<file path="config.mk">
export PLATFORM = sky130hd
export DESIGN_NAME = sm_clk_div_bank
export DESIGN_NICKNAME = d
export VERILOG_FILES = /design/src/rtl/sm_clk_div_bank.sv
export SDC_FILE = /design/constraint.sdc
export NUM_CORES = 1
export LEC_CHECK = 0
export BUFFER_PORTS_ARGS = -buffer_cell sky130_fd_sc_hd__clkbuf_2
export CAP_MARGIN = 40
export CORE_MARGIN = 5
export CORE_UTILIZATION = 40
export DETAILED_ROUTE_END_ITERATION = 12
export PLACE_DENSITY = 0.59
export SLEW_MARGIN = 20
export SYNTH_ARGS = -nofsm -noshare
export SYNTH_HDL_FRONTEND = slang
export SYNTH_SLANG_ARGS = --single-unit
export TNS_END_PERCENT = 100
</file>
<file path="constraint.sdc">
create_clock -name clk_50M -period 2.9 [get_ports clk_50M]
set_input_delay 0.58 -clock clk_50M [delete_from_list [all_inputs] [get_ports clk_50M]]
set_output_delay 0.58 -clock clk_50M [all_outputs]
set_load 0.1 [all_outputs]
</file>
<file path="src/rtl/sm_clk_div_bank.sv">
// rtl/sm_clk_div_bank.sv - bank of runtime-programmable 50%-duty clock dividers with edge strobes
module sm_clk_div_bank #(
    parameter int                NCH      = 2,
    parameter int                CW       = 16,
    parameter int                CHW      = (NCH > 1) ? $clog2(NCH) : 1,
    parameter logic [NCH*CW-1:0] DEF_HALF = {16'd8, 16'd3125}
) (
    input  logic             clk_50M,
    input  logic             rst_n,
    input  logic [NCH-1:0]   ch_en,
    input  logic             sync_all,
    input  logic             cfg_wr,
    input  logic [CHW-1:0]   cfg_ch,
    input  logic [CW-1:0]    cfg_half,
    output logic [NCH-1:0]   cfg_pend,
    output logic             cfg_err,
    output logic [NCH-1:0]   clk_out,
    output logic [NCH-1:0]   tick_rise,
    output logic [NCH-1:0]   tick_fall
);

    localparam logic [CHW:0] NCH_LIM = (CHW + 1)'(NCH);

    logic wr_ok;

    // cfg_ch is widened by one bit so a non-power-of-two NCH can reject indices past the last channel
    assign wr_ok = cfg_wr && (cfg_half != '0) && ({1'b0, cfg_ch} < NCH_LIM);

    always_ff @(posedge clk_50M or negedge rst_n) begin
        if (!rst_n) begin
            cfg_err <= 1'b0;
        end else begin
            cfg_err <= cfg_wr && !wr_ok;
        end
    end

    for (genvar i = 0; i < NCH; i++) begin : g_ch
        logic [CW-1:0] half_q;
        logic [CW-1:0] pend_half_q;
        logic [CW-1:0] cnt_q;
        logic          pend_q;
        logic          clk_q;
        logic          rise_q;
        logic          fall_q;
        logic          wr_hit;
        logic          at_end;
        logic          apply;

        assign wr_hit = wr_ok && (cfg_ch == CHW'(i));
        assign at_end = (cnt_q == half_q - CW'(1));

        // A new half-period only lands where cnt restarts at 0, so no phase is ever cut or stretched
        assign apply  = pend_q && (sync_all || !ch_en[i] || (at_end && clk_q));

        always_ff @(posedge clk_50M or negedge rst_n) begin
            if (!rst_n) begin
                half_q      <= DEF_HALF[i*CW +: CW];
                pend_half_q <= '0;
                pend_q      <= 1'b0;
                cnt_q       <= '0;
                clk_q       <= 1'b0;
                rise_q      <= 1'b0;
                fall_q      <= 1'b0;
            end else begin
                if (apply) begin
                    half_q <= pend_half_q;
                end
                // A write colliding with an apply wins the pending slot; the older value is what gets applied
                if (wr_hit) begin
                    pend_half_q <= cfg_half;
                    pend_q      <= 1'b1;
                end else if (apply) begin
                    pend_q <= 1'b0;
                end

                rise_q <= 1'b0;
                fall_q <= 1'b0;
                if (sync_all || !ch_en[i]) begin
                    cnt_q <= '0;
                    clk_q <= 1'b0;
                end else if (at_end) begin
                    cnt_q  <= '0;
                    clk_q  <= !clk_q;
                    rise_q <= !clk_q;
                    fall_q <= clk_q;
                end else begin
                    cnt_q <= cnt_q + CW'(1);
                end
            end
        end

        assign cfg_pend[i]  = pend_q;
        assign clk_out[i]   = clk_q;
        assign tick_rise[i] = rise_q;
        assign tick_fall[i] = fall_q;
    end

endmodule
</file>
==> reports/results.txt <==
The synthesized design contains 0 enable-type register cells. The run gives 65 as the number of different library cells in the post-synthesis netlist. Combinational cells account for 23.9% of the total power. The portion of total power attributed to the clock network is 29.2%. sky130_fd_sc_hd__dfrtp_1 is the most common cell in the netlist. The layout overhead on the synthesized area is 9.55%. The routed design has 16300 um of wire. Counting every net in the synthesized netlist gives 697. Ranked by instance count, the synthesized netlist is headed by sky130_fd_sc_hd__dfrtp_1, sky130_fd_sc_hd__nand2_1, sky130_fd_sc_hd__clkbuf_1, sky130_fd_sc_hd__nor2_1, sky130_fd_sc_hd__nand3_1. The detail-routed net length per standard cell is 18.3 um, and the per-cell via count in the routed design is 5.81.

The design draws 4.30 mW. The number of hold buffers added after cts is 0. The wire-length estimate of the detail-placed layout is 11700 um. Setup repair after global routing left no endpoint under its margin.

The share of layout cells above drive strength 1 is 20.7%. The row count was 46. Clock latency at the later pin of the worst-skew pair: 0.36 ns. Power spread over the standard cell area amounts to 608 mW/mm2. The capturing element type of the critical path was a flop. The detail route stage leaves a number of antenna-violating nets equal to 0.

Across the run, the number of max-cap violations was 0. The maximum buffer depth of the clock tree is 2, and the clock net sink count is 105. For the number of endpoints with negative hold slack in the final report, the log shows 0. The logs give 0.395 mV for the maximum VDD drop and 5 for the number of search-and-repair iterations in the first detailed-routing pass. The maximum fanout along the worst path came out at 16.

The sequential area share after synthesis is 40.8%, and the worst reg2reg path depth is 10. In this run the power spent charging and discharging nets is 1.50 mW. The internal portion of the total power is 2.80 mW.

After synthesis the cells add up to 0.00646 mm2. At the worst endpoint, the required time is 3.14 ns. The logs give 0 for the remaining routing DRC violations and 3 for the number of H-tree levels. The starting utilization of the core area is 40.7%, and the switching part of the total power is 34.9%. The fraction of synthesized cell area taken by the top area cell type is 38.0%. The sequential share of power was 46.9%.

The floorplan step defined a core boundary enclosing 0.0159 mm2. For the number of warnings reported in the yosys synthesis log, the log shows 0. The run finished with clean final reports. The leftover overflow at the end of global routing was 0; the slew of the pin with the lowest slew margin was 0.722 ns. Headroom to the max-slew limit came out at 51.8%. The die covers 0.0188 mm2. The clock period could shrink to 2.74 ns. The total number of nets in the final design was 698; the count of pins over their slew limit was 0.

0 antenna diodes ended up in the layout. After the first detailed-routing iteration, the DRC count stood at 299. Across the routed clock network, the largest skew measured is 0.00953 ns. For this block, the via count after detailed routing is 5179.

For this run, the top clock speed supported by timing is 366 MHz. The floorplan step set the die width to 137 um. The run gives 0 as the number of antenna violations at the first check in global routing.

The cell chosen for the clock root was sky130_fd_sc_hd__clkbuf_16. Summed over all failing endpoints, the final setup total negative slack is 0 ns. The category of the most critical setup path was reg -> reg. In the synthesized netlist, the number of instances is 670. The final worst-path cycle share was 94.3%. Type of the most critical hold path: in -> async. By area the synthesized netlist is led by sky130_fd_sc_hd__dfrtp_1, sky130_fd_sc_hd__mux2_2, sky130_fd_sc_hd__xor2_1, sky130_fd_sc_hd__xnor2_1, sky130_fd_sc_hd__nand3_1.

The number of setup violations in the final report came out at 0. A synthesized cell averages 9.64 um2. The leakage power summed over all cells is 2.90 nW, and the non-filler instance count after layout is 892.

The maximum number of pins on one net before global-route repair is 55. Global routing used 18.3% of the available tracks. Clock tree synthesis inserted a total of 9 buffers. The die height is 137 um, and the clock slew seen by the registers of the worst setup and hold paths is 0.08 ns. The worst setup path is launched from a flop. For the wire length of the first global-routing pass, the log shows 27300 um. The run gives 875 as the total placed cells including tap cells.

Pin placement for this block handled 32 I/O pins. TritonCTS built the clock tree. In this run, synthesis produced a sequential element count of 105. For this run, the leading register cell type out of synthesis is sky130_fd_sc_hd__dfrtp_1. The via count of the first global-routing pass was 5131; the signal arrival time at the worst endpoint was 2.98 ns.

Of all flip-flops after synthesis, the portion carrying an async set or reset was 100%. In this run the tool buffered the top-level ports with 31 buffer cells. Library cell with the largest summed area after synthesis: sky130_fd_sc_hd__dfrtp_1. Routability-driven placement finished with a final weighted congestion of 0.860.
-- critical path, cell delays in order, from the launching register on --
cell	delay, ns
sky130_fd_sc_hd__dfstp_2	0.59
sky130_fd_sc_hd__inv_1	0.05
sky130_fd_sc_hd__ha_1	0.27
sky130_fd_sc_hd__nand2b_1	0.28
sky130_fd_sc_hd__nor3_2	0.09
sky130_fd_sc_hd__a221oi_1	0.48
sky130_fd_sc_hd__inv_1	0.14
sky130_fd_sc_hd__buf_4	0.22
sky130_fd_sc_hd__and3_1	0.17
sky130_fd_sc_hd__a41oi_1	0.24
sky130_fd_sc_hd__o21ai_1	0.09
-- what timing repair did --
action,4_1_cts,5_1_grt
hold endpoints to repair,0,0
gates resized for setup,0,0
setup endpoints to repair,0,11
buffers inserted,0,1
-- registers in the layout, indices dropped and copies added, names as in the netlist --
signal and flops:
g_ch.cnt_q 32, g_ch.fall_q 2, g_ch.rise_q 2, g_ch.half_q 32, g_ch.clk_q 2, g_ch.pend_q 2
cfg_err 1, g_ch.pend_half_q 32
-- logic make-up after synthesis --
group	Yosys count	share of synthesized area, %
xor gates and xnor gates	68	9.64
AOI/OAI and AO/OA	130	15.0
muxes	35	6.06
buffers and inverters	80	5.96
and+or+nand+nor	248	21.8
DFF	105	40.8
adders and majority gates	4	0.775
-- through the flow --
stage / util (%) / worst slack, ns / hold WS (ns) / cell area (um2)
finish: 44.6 / 0.164 / 0.280 / 7080
global route: 44.6 / 0.00172 / 0.340 / 7080
CTS: 44.5 / 0.156 / 0.300 / 7070
detailed placement: 42.6 / 0.177 / 0.508 / 6760
global placement: 42.5 / 0.262 / 0.509 / 6750
floorplan: - / 0.282 / 0.284 / 6460
-- power groups by stage --
stage / Sequential [mW] / Combinational (mW) / Clock, mW
2_1_floorplan: 1.83 / 0.911 / 0
3_3_place_gp: 2.02 / 0.992 / 0
3_5_place_dp: 2.04 / 1.02 / 0
4_1_cts: 2.01 / 1.03 / 1.29
5_1_grt: 2.05 / 1.15 / 1.34
6_report: 2.02 / 1.03 / 1.26
-- final cells by class --
cell class	instances	area, um2
clock buffer	10	239
clock inverter	6	70.1
fill	1553	8810
inverter	15	56.3
multi-input combinational	485	3440
sequential	105	2640
tap	216	270
timing repair buffer	55	367
-- final timing paths --
kind	slack [ns]	from	end
max in group asynchronous	1.90	rst_n	g_ch[0].half_q[0]
hold reg to reg	0.52	g_ch[0].half_q[11]	g_ch[0].half_q[11]
hold / removal	0.28	rst_n	g_ch[1].cnt_q[5]
setup reg to reg	0.16	g_ch[0].half_q[0]	g_ch[0].half_q[9]
min in group clk_50M	0.43	cfg_wr	cfg_err
setup / recovery	0.16	g_ch[0].half_q[0]	g_ch[0].half_q[9]
-- cells in the final DEF (no fill, tap or decap), drive strengths merged, types with 7 or more instances in the layout --
| cell | instances |
|---|---|
| dfstp | 7 |
| xnor2 | 31 |
| nor4 | 13 |
| o211ai | 16 |
| nand4 | 15 |
| a22oi | 17 |
| nor2 | 41 |
| o21ai | 25 |
| mux2 | 33 |
| inv | 17 |
| buf | 25 |
| nor3 | 27 |
| clkbuf | 40 |
| a22o | 16 |
| nand3 | 39 |
| and2 | 7 |
| dfrtp | 98 |
| nand2 | 52 |
| and3 | 29 |
| xor2 | 35 |
| a41oi | 16 |
-- metal layers --
layer  wire, um  GRT usage [%]  vias to the layer above
met4        262           5.10                        0
met1       7750           26.1                     2590
met3        666           3.75                       19
li1           -              -                     2443
met5          0              0                        -
met2       7630           28.2                      127
Power figures use the tool's default switching activity.
